[src/rtl/compositor_pkg.sv]
// Shared types and constants for the layer compositor.
package compositor_pkg;

    typedef struct packed {
        logic [7:0] r;
        logic [7:0] g;
        logic [7:0] b;
    } rgb_t;

    typedef enum logic [1:0] {
        IDLE     = 2'd0,
        FADE_OUT = 2'd1,
        HOLD     = 2'd2,
        FADE_IN  = 2'd3
    } fade_state_t;

    localparam logic [23:0] WHITE = 24'hFFFFFF;

endpackage

[src/rtl/flash_timer.sv]
// Per-layer hit-flash down-counter; the layer renders white while the count is odd.
module flash_timer #(
    parameter int FLASH_FRAMES = 6,
    parameter int CW           = $clog2(FLASH_FRAMES + 1)
) (
    input  logic          Clk,
    input  logic          Reset,
    input  logic          hit,
    input  logic          frame_start,
    output logic [CW-1:0] cnt,
    output logic          flash_on
);

    logic [CW-1:0] cnt_d;
    logic [CW-1:0] cnt_q;

    // A hit (re)loads the full duration and beats a coincident frame tick
    always_comb begin
        cnt_d = cnt_q;
        if (hit) begin
            cnt_d = CW'(FLASH_FRAMES);
        end else if (frame_start && (cnt_q != '0)) begin
            cnt_d = cnt_q - CW'(1);
        end
    end

    // Counter register
    always_ff @(posedge Clk) begin
        if (Reset) begin
            cnt_q <= '0;
        end else begin
            cnt_q <= cnt_d;
        end
    end

    assign cnt      = cnt_q;
    assign flash_on = cnt_q[0];

endmodule

[src/rtl/layer_compositor.sv]
// Two-stage layer compositor: priority select with hit-flash, then brightness scaling
// driven by a frame-synchronous fade sequencer.
//
//   state    | meaning
//   ---------+-----------------------------------------------------------
//   IDLE     | full brightness, waiting for scene_change
//   FADE_OUT | level steps down once per frame until black
//   HOLD     | black; hold counter steps down once per frame
//   FADE_IN  | level steps up once per frame until full brightness
module layer_compositor
    import compositor_pkg::*;
#(
    parameter int N_LAYERS     = 4,
    parameter int LEVEL_BITS   = 4,
    parameter int FADE_STEP    = 1,
    parameter int FLASH_FRAMES = 6,
    parameter int HOLD_FRAMES  = 2
) (
    input  logic                  Clk,
    input  logic                  Reset,
    input  logic                  frame_start,
    input  logic [9:0]            DrawX,
    input  logic [9:0]            DrawY,
    input  logic [N_LAYERS-1:0]   layer_on,
    input  logic [24*N_LAYERS-1:0] layer_rgb,
    input  logic [23:0]           bg_rgb,
    input  logic [N_LAYERS-1:0]   layer_hit,
    input  logic                  scene_change,
    output logic [7:0]            VGA_R,
    output logic [7:0]            VGA_G,
    output logic [7:0]            VGA_B,
    output logic [9:0]            pix_x,
    output logic [9:0]            pix_y,
    output logic                  stage_swap,
    output logic                  fade_busy
);

    localparam int LW = LEVEL_BITS + 1;
    localparam int PW = 8 + LEVEL_BITS + 1;
    localparam int FW = $clog2(FLASH_FRAMES + 1);
    localparam int HW = (HOLD_FRAMES > 0) ? $clog2(HOLD_FRAMES + 1) : 1;
    localparam logic [LW-1:0] LMAX = LW'(1) << LEVEL_BITS;
    localparam logic [LW:0]   STEP = (LW+1)'(FADE_STEP);

    // Product is one bit wider than needed so level=LMAX passes the channel through
    function automatic logic [7:0] scale(input logic [7:0] c, input logic [LW-1:0] lvl);
        logic [PW-1:0] prod;
        prod = PW'(c) * PW'(lvl);
        return 8'(prod >> LEVEL_BITS);
    endfunction

    logic [N_LAYERS-1:0]          flash_on;
    logic [N_LAYERS-1:0][FW-1:0]  flash_cnt;
    logic                         unused_flash_cnt;

    for (genvar gi = 0; gi < N_LAYERS; gi++) begin : g_flash
        flash_timer #(
            .FLASH_FRAMES (FLASH_FRAMES),
            .CW           (FW)
        ) u_flash (
            .Clk         (Clk),
            .Reset       (Reset),
            .hit         (layer_hit[gi]),
            .frame_start (frame_start),
            .cnt         (flash_cnt[gi]),
            .flash_on    (flash_on[gi])
        );
    end

    // Full counts are kept on the timer ports for debug visibility only
    assign unused_flash_cnt = ^flash_cnt;

    fade_state_t   state_d, state_q;
    logic [LW-1:0] level_d, level_q;
    logic [HW-1:0] hold_d, hold_q;
    logic          stage_swap_d, stage_swap_q;
    logic [LW:0]   level_up, level_dn;

    rgb_t          sel_d, sel_q;
    rgb_t          out_d, out_q;
    logic [9:0]    x1_d, x1_q, y1_d, y1_q;
    logic [9:0]    x2_d, x2_q, y2_d, y2_q;

    // Fade sequencer: every level change is gated by frame_start
    always_comb begin
        state_d      = state_q;
        level_d      = level_q;
        hold_d       = hold_q;
        stage_swap_d = 1'b0;
        level_up     = {1'b0, level_q} + STEP;
        level_dn     = ({1'b0, level_q} > STEP) ? ({1'b0, level_q} - STEP) : '0;
        case (state_q)
            IDLE: begin
                level_d = LMAX;
                if (scene_change) begin
                    state_d = FADE_OUT;
                end
            end
            FADE_OUT: begin
                if (frame_start) begin
                    level_d = level_dn[LW-1:0];
                    if (level_dn == '0) begin
                        state_d      = HOLD;
                        hold_d       = HW'(HOLD_FRAMES);
                        stage_swap_d = 1'b1;
                    end
                end
            end
            HOLD: begin
                if (frame_start) begin
                    if (hold_q <= HW'(1)) begin
                        hold_d  = '0;
                        state_d = FADE_IN;
                    end else begin
                        hold_d = hold_q - HW'(1);
                    end
                end
            end
            FADE_IN: begin
                if (scene_change) begin
                    state_d = FADE_OUT;
                end else if (frame_start) begin
                    if (level_up >= {1'b0, LMAX}) begin
                        level_d = LMAX;
                        state_d = IDLE;
                    end else begin
                        level_d = level_up[LW-1:0];
                    end
                end
            end
            default: state_d = IDLE;
        endcase
    end

    // Fade sequencer registers
    always_ff @(posedge Clk) begin
        if (Reset) begin
            state_q      <= IDLE;
            level_q      <= LMAX;
            hold_q       <= '0;
            stage_swap_q <= 1'b0;
        end else begin
            state_q      <= state_d;
            level_q      <= level_d;
            hold_q       <= hold_d;
            stage_swap_q <= stage_swap_d;
        end
    end

    // Stage 1 picks the lowest-index opaque layer; stage 2 scales by the live level
    always_comb begin
        sel_d = rgb_t'(bg_rgb);
        for (int i = N_LAYERS - 1; i >= 0; i--) begin
            if (layer_on[i]) begin
                sel_d = flash_on[i] ? rgb_t'(WHITE) : rgb_t'(layer_rgb[24*i +: 24]);
            end
        end
        x1_d    = DrawX;
        y1_d    = DrawY;
        out_d.r = scale(sel_q.r, level_q);
        out_d.g = scale(sel_q.g, level_q);
        out_d.b = scale(sel_q.b, level_q);
        x2_d    = x1_q;
        y2_d    = y1_q;
    end

    // Pipeline registers; never stalled
    always_ff @(posedge Clk) begin
        if (Reset) begin
            sel_q <= '0;
            x1_q  <= '0;
            y1_q  <= '0;
            out_q <= '0;
            x2_q  <= '0;
            y2_q  <= '0;
        end else begin
            sel_q <= sel_d;
            x1_q  <= x1_d;
            y1_q  <= y1_d;
            out_q <= out_d;
            x2_q  <= x2_d;
            y2_q  <= y2_d;
        end
    end

    assign VGA_R      = out_q.r;
    assign VGA_G      = out_q.g;
    assign VGA_B      = out_q.b;
    assign pix_x      = x2_q;
    assign pix_y      = y2_q;
    assign stage_swap = stage_swap_q;
    assign fade_busy  = (state_q != IDLE);

endmodule

[config.mk]
export PLATFORM = sky130hd
export DESIGN_NAME = layer_compositor
export DESIGN_NICKNAME = d
export VERILOG_FILES = /design/src/rtl/compositor_pkg.sv /design/src/rtl/flash_timer.sv /design/src/rtl/layer_compositor.sv
export SDC_FILE = /design/constraint.sdc
export NUM_CORES = 1
export LEC_CHECK = 0
export CAP_MARGIN = 20
export CORE_UTILIZATION = 54
export DETAILED_ROUTE_END_ITERATION = 10
export HOLD_SLACK_MARGIN = 0.1
export PLACE_DENSITY = 0.95
export SETUP_SLACK_MARGIN = 0.02
export SKIP_CTS_REPAIR_TIMING = 1
export SYNTH_ARGS = -nofsm -noshare
export SYNTH_HDL_FRONTEND = slang
export SYNTH_SLANG_ARGS = --single-unit
[constraint.sdc]
create_clock -name Clk -period 10.7 [get_ports Clk]
set_input_delay 2.675 -clock Clk [delete_from_list [all_inputs] [get_ports Clk]]
set_output_delay 2.675 -clock Clk [all_outputs]
set_load 0.005 [all_outputs]
==> summary.txt, run 1 <==
Synth
  – Number of synthesized flops with an enable pin: 0
  – Area of the mapped netlist: between 7000 and 8000 um^2
  – Avg Cell Area, Syn: ~8.7 um^2
  – Synth Warn #: 0
  – Asr flop ratio synth: 0%
  – Most used DFF post-synth: dfxtp_1
  – Synth Instances: 900
  – Syn nets: 1,171
  – Netlist cell types: 55
  – Sequential fraction of the synthesis area: approximately 28%
  – Register bit total from synthesis: 110

Worst setup path
  – Critical Setup Path Class: in -> reg
  – Max stage delay on crit path: 1.16 ns
  – Crit path max fanout: 26
  – Worst path cell trace: clkdlybuf4s50_1, nand2b_1, o22a_1, o22ai_1, o21ai_0, o221a_2
  – Required time of the critical path: 10.96 ns
  – Slowest cell on the critical path: clkdlybuf4s50_1
  – Setup crit end kind: register
  – WP data arrival: 5.57 ns
  – CP Launch Type: primary input

Global route
  – Global-route met1 utilization: between 30% and 40%
  – Grt total ovfl: 0
  – Met2 Use GR: 53.48%
  – GRT Util Overall: 30.69%
  – Initial antenna violation count: 0
  – Grt met3 use: 7.528%
  – GR peak layer: met2
  – Vias in the first global route: around 7,200
  – First-pass GRT wire length: between 30,000 and 40,000 um
  – Largest net degree at the start of global routing: 69

Floorplanning
  – Die H: about 120 um
  – CORE AREA: 13,990 um^2
  – Initial Util: 55.90%
  – Total die area: around 15,000 um^2
  – Std-Cell Rows: 43
  – Die Wd: 122.3 um
  – Number of top-level pins: 198

STA
  – Slew HR: approximately 28%
  – Setup_tns: 0 ns
  – RSZ-0062 raised after global routing: false
  – Fin worst setup slack: 5.392 ns
  – Minimum clock period: between 5 and 6 ns
  – Slew Viols, Final: 0
  – Clock skew after layout: 0.006837 ns
  – Hold violation count in the final report: 0
  – Worst Max-Slew Pin Slew: approximately 1.1 ns
  – Fin crit share: 49.61%
  – Fmax achieved: 188.4 MHz
  – Final setup fails: 0

Layout
  – Share of layout cells above drive strength 1: 4.883%
  – Non-Filler Instances: 1,245
  – Most frequent cells in the layout: 196 x clkdlybuf4s50_1, 110 x dfxtp_1, 93 x inv_1
  – Commonest non-fill, non-tap cell in the layout: clkdlybuf4s50_1
  – Filler instances: 996
  – # nets final: 1,331
  – Multi-input logic area: 5071 um^2
  – Area Overhead vs Synth: 30.02%
  – Storage cell area: approximately 2200 um^2
  – Antenna cell count: 0

Status
  – Status: complete, no violations

Clock tree
  – Htree depth: 3
  – CTS buffer count: 9
  – CTS max path bufs: 2
  – Clock Tree Root: clkbuf_16
  – Clock sinks: 110
  – CTS tree: yes
  – Clk_lat worst skew: 0.37 ns
  – Worst-path clk slew: 0.09 ns

Route
  – Routed wire length: 21,860 um
  – Routed Antenna Nets: 0
  – Remaining DRCs: 0
  – WL per Instance: 17.56 um
  – Initial DRC count: 488
  – Vias: 7,177
  – Drt pass-1 iters: 5
  – DR vias/cell: 5.765

Placement
  – RePlAce Congestion: 0.9499
  – Worst slack, placed: 5.098 ns
  – Port bufs: ~200
  – Placed cell count: about 1,200
  – Dpl hpwl: 16,400 um

Power
  – Tot Pwr: 1.246 mW
  – LEAKAGE: 4.418 nW
  – VDD IR max: around 0.08 mV
  – PwrDens: 122.6 nW/um^2

Run
  – Max_cap viols: 0

Hold path
  – HP Class: reg -> reg
flip-flops by register name, summed over array words and instances, names as in the netlist, 5 cells and up:
signal	count
x1_q	10
pix_x	10
VGA_G	8
VGA_B	8
level_q	5
sel_q	24
g_flash.u_flash.cnt	12
VGA_R	8
y1_q	10
pix_y	10
path summary, 6_finish.rpt:
kind / from / to / slack [ns] / cells after the start
worst max-delay path: layer_on[3] / sel_q[20] / 5.39 / 6
worst max register to register: level_q[3] / VGA_B[6] / 6.16 / 12
worst min-delay path: x1_q[4] / pix_x[4] / 0.44 / 1
worst min register to register: x1_q[4] / pix_x[4] / 0.44 / 1
critical path: cells and delay by family:
kind | cells | cell delay [ns]
buffers and inverters | 1 | 1.16
AOI/OAI and AO/OA | 4 | 0.92
and+or+nand+nor | 1 | 0.80
cells in the mapped netlist (2+ instances only):
master     number  area, um^2
a211oi_1        5       37.54
and2_1         66       412.9
clkbuf_1       45       168.9
inv_1          93       349.1
nor2_1         47       176.4
nand2_1        69       259.0
a21oi_1        17       85.08
nand2b_1        6       37.54
xor2_1          4       35.03
nor2b_1        42       262.8
o2111ai_1       3       26.28
o31ai_1         5       37.54
nor3_1         27       135.1
mux2i_1         6       60.06
o22ai_1        24       150.1
o311ai_0        4       35.03
a21o_1          4       30.03
nor3b_1         2       15.01
buf_1           4       15.01
nand4_1         3       18.77
a31oi_1        17       106.4
or3_1           4       25.02
and3_1          2       12.51
o21bai_1        4       30.03
o21a_1         10       75.07
xnor2_1        16       140.1
o21ai_0        58       290.3
o31a_1          2       17.52
o2111a_1        2       22.52
o22a_1         24       210.2
or2_2           5       31.28
nand3_1         7       35.03
ha_1           71       888.4
fa_1           48       960.9
a21boi_0        3       22.52
dfxtp_1       110        2202
o221a_2        23       259.0
report_power, final:
group | internal [mW] | switching (mW) | total, mW
Clock | 0.173 | 0.189 | 0.362
Sequential | 0.446 | 0.0436 | 0.490
Combinational | 0.208 | 0.187 | 0.394
Total | 0.827 | 0.419 | 1.25
through the flow:
| stage | instance area, um^2 | hold slack (ns) | utilization [%] |
|---|---|---|---|
| finish | 10170 | 0.4404 | 72.68 |
| global placement | 9841 | 0.4162 | 70.35 |
| detailed placement | 9841 | 0.4264 | 70.35 |
| global route | 10170 | 0.4559 | 72.68 |
| CTS | 10170 | 0.4488 | 72.68 |
| floorplan | 7820 | 0.4138 | - |
cells by family after synthesis:
kind of cell,Yosys count,share of synthesized area (%)
compound gates,216,19.55
xor+xnor,20,2.240
fa+ha+maj,119,23.65
buf+inv,145,6.992
flops,110,28.16
mux,7,0.9120
simple gates,283,18.50
metal layers:
metal	part of all wire, %	vias to the layer above
li1	-	3384
met1	38	3371
met2	49	348
met3	8.3	74
met4	4.4	0
met5	0	-
cell type report:
| type | count | area share [%] |
|---|---|---|
| timing repair buffer | 200 | 19.57 |
| clock buffer | 9 | 2.215 |
| tap | 180 | 2.215 |
| clock inverter | 7 | 0.9968 |
| inverter | 94 | 3.470 |
| sequential | 110 | 21.66 |
| multi-input combinational | 645 | 49.88 |
(Power assumes the default switching activity.)
==> inputs of run 2 (changes only) <==
--- a/config.mk
+++ b/config.mk
@@ -6,10 +6,10 @@
 export NUM_CORES = 1
 export LEC_CHECK = 0
 export CAP_MARGIN = 20
-export CORE_UTILIZATION = 54
+export CORE_UTILIZATION = 50
 export DETAILED_ROUTE_END_ITERATION = 10
 export HOLD_SLACK_MARGIN = 0.1
-export PLACE_DENSITY = 0.95
+export PLACE_DENSITY = 0.9
 export SETUP_SLACK_MARGIN = 0.02
 export SKIP_CTS_REPAIR_TIMING = 1
 export SYNTH_ARGS = -nofsm -noshare
==> constraint.sdc (replaced) <==
create_clock -name Clk -period 5.24 [get_ports Clk]
set_input_delay 1.31 -clock Clk [delete_from_list [all_inputs] [get_ports Clk]]
set_output_delay 1.31 -clock Clk [all_outputs]
set_load 0.005 [all_outputs]
==> run 2 against run 1 <==
Net effect:
- die area rose by 7.9%
- critical endpoint is now VGA_B[6]
- worst hold slack got worse by 0.0027 ns
- sequential power rose by 100%
- global-route usage fell by 4.2 points
==> summary.txt, run 2 (synthesis results as in run 1) <==
Worst setup path
  – Largest delay share family, worst path: adder cells
  – CP Launch Type: register
  – WP data arrival: 4.73 ns
  – Required time of the critical path: roughly 5.5 ns
  – Worst Reg-to-Reg Cells: 11
  – Slowest cell on the critical path: dfxtp_1
  – Critical Path Stages: 11
  – CP dominant cell by count: fa_1
  – Setup crit end kind: register
  – Worst path cell trace: nand2_1, fa_1, fa_1, fa_1, inv_1, ha_1, nand2_1, nor3_1, o2111ai_1, a31oi_1, mux2_2
  – Critical Setup Path Class: reg -> reg
  – Crit path max fanout: 32
  – Bufs and invs on worst path: 1
  – Max stage delay on crit path: just under 1 ns

Global route
  – Largest net degree at the start of global routing: 54
  – First-pass GRT wire length: 33,690 um
  – Initial antenna violation count: 0
  – Vias in the first global route: 7,051
  – Met2 Use GR: around 46%
  – GRT Util Overall: roughly a quarter
  – GR peak layer: met2
  – Grt total ovfl: 0
  – Global-route met1 utilization: 31.26%
  – Grt met3 use: 5.025%

Layout
  – Final Core Density: 67.08%
  – Antenna cell count: 0
  – Area Overhead vs Synth: 30.88%
  – Storage cell area: 2202 um^2
  – Most frequent cells in the layout: 196 x clkdlybuf4s50_1, 110 x dfxtp_1, 93 x inv_1
  – Post-Layout Inst Area: 10,230 um^2
  – Biggest register: sel_q
  – # nets final: 1,336
  – Filler instances: roughly 1,200
  – Non-Filler Instances: 1,281
  – Commonest non-fill, non-tap cell in the layout: clkdlybuf4s50_1
  – Multi-input logic area: 5071 um^2
  – Max reg flops: 24
  – Share of layout cells above drive strength 1: 5.327%

STA
  – Minimum clock period: roughly 4.5 ns
  – Setup_tns: 0 ns
  – Worst Max-Slew Pin Slew: 1.010 ns
  – Fin worst setup slack: 0.7677 ns
  – Slew HR: roughly a third
  – Hold WS: 0.4377 ns
  – Clock skew after layout: 0.005817 ns
  – Fmax achieved: 223.6 MHz
  – RSZ-0062 raised after global routing: false
  – Fin crit share: a little under nine tenths
  – Final setup fails: 0
  – Hold violation count in the final report: 0
  – Slew Viols, Final: 0

Power
  – PwrDens: 245.4 nW/um^2
  – Seq pwr share: 39.6%
  – Switch share: 33.13%
  – LEAKAGE: 4.435 nW
  – NetSw: roughly 830 uW
  – Int Pwr: 1.679 mW
  – Combinational share of power: 32.2%
  – VDD IR max: 0.1670 mV
  – Clk pwr share: between 20% and 30%
  – Tot Pwr: roughly 2.5 mW

Placement
  – RePlAce Congestion: 0.8911
  – Placed cell area: 9917 um^2
  – Placed cell count: 1,265
  – Worst slack, placed: 0.8760 ns
  – Port bufs: 197
  – Dpl hpwl: 15,450 um

Clock tree
  – CTS tree: yes
  – Clock sinks: 110
  – Htree depth: 3
  – Worst-path clk slew: 0.08 ns
  – Clock Tree Root: clkbuf_16
  – CTS buffer count: 9
  – CTS max path bufs: 2
  – Clk_lat worst skew: approximately 0.36 ns

Floorplanning
  – CORE AREA: about 15,000 um^2
  – Number of top-level pins: 198
  – Std-Cell Rows: 45
  – Initial Util: roughly half
  – Die H: approximately 130 um
  – Die Wd: 127.1 um
  – Total die area: between 15,000 and 20,000 um^2

Route
  – Drt pass-1 iters: 5
  – Vias: about 7,000
  – Routed wire length: 20,620 um
  – Remaining DRCs: 0
  – DR vias/cell: 5.484
  – Routed Antenna Nets: 0
  – WL per Instance: 16.09 um
  – Initial DRC count: ~340

Hold path
  – Hold path cells: 1
  – HP Class: reg -> reg

Status
  – Status: complete, no violations

Run
  – Max_cap viols: 0
-- run 2: path summary, 6_finish.rpt --
path              startpoint  endpoint  slack [ns]
hold reg to reg      y1_q[6]  pix_y[6]        0.44
hold / removal       y1_q[6]  pix_y[6]        0.44
setup / recovery  level_q[2]  VGA_B[6]        0.77
setup reg to reg  level_q[2]  VGA_B[6]        0.77
-- run 2: power groups by stage --
stage / clock network, mW / registers (mW) / logic, mW
global route: 0.750 / 1.01 / 0.905
detailed placement: 0 / 1.01 / 0.799
CTS: 0.719 / 0.992 / 0.809
floorplan: 0 / 0.969 / 0.515
global placement: 0 / 1.01 / 0.770
finish: 0.708 / 0.994 / 0.809
-- run 2: area by class of cell --
cell class                 instances  area share [%]
clock buffer                       9           2.200
clock inverter                     7          0.9046
inverter                          94           3.447
multi-input combinational        645           49.55
sequential                       110           21.52
tap                              211           2.579
timing repair buffer             205           19.80
-- run 2: routing by layer --
| metal | up-vias | part of all wire (%) |
|---|---|---|
| li1 | 3396 | - |
| met1 | 3305 | 41 |
| met2 | 274 | 49 |
| met3 | 50 | 7.0 |
| met4 | 0 | 3.1 |
| met5 | - | 0 |
==> inputs of run 3 (changes only) <==
--- a/config.mk
+++ b/config.mk
@@ -11,7 +11,6 @@
 export HOLD_SLACK_MARGIN = 0.1
 export PLACE_DENSITY = 0.9
 export SETUP_SLACK_MARGIN = 0.02
-export SKIP_CTS_REPAIR_TIMING = 1
 export SYNTH_ARGS = -nofsm -noshare
 export SYNTH_HDL_FRONTEND = slang
 export SYNTH_SLANG_ARGS = --single-unit
==> results of run 3 <==
Final layout, timing and power as in run 2 (identical DEF).
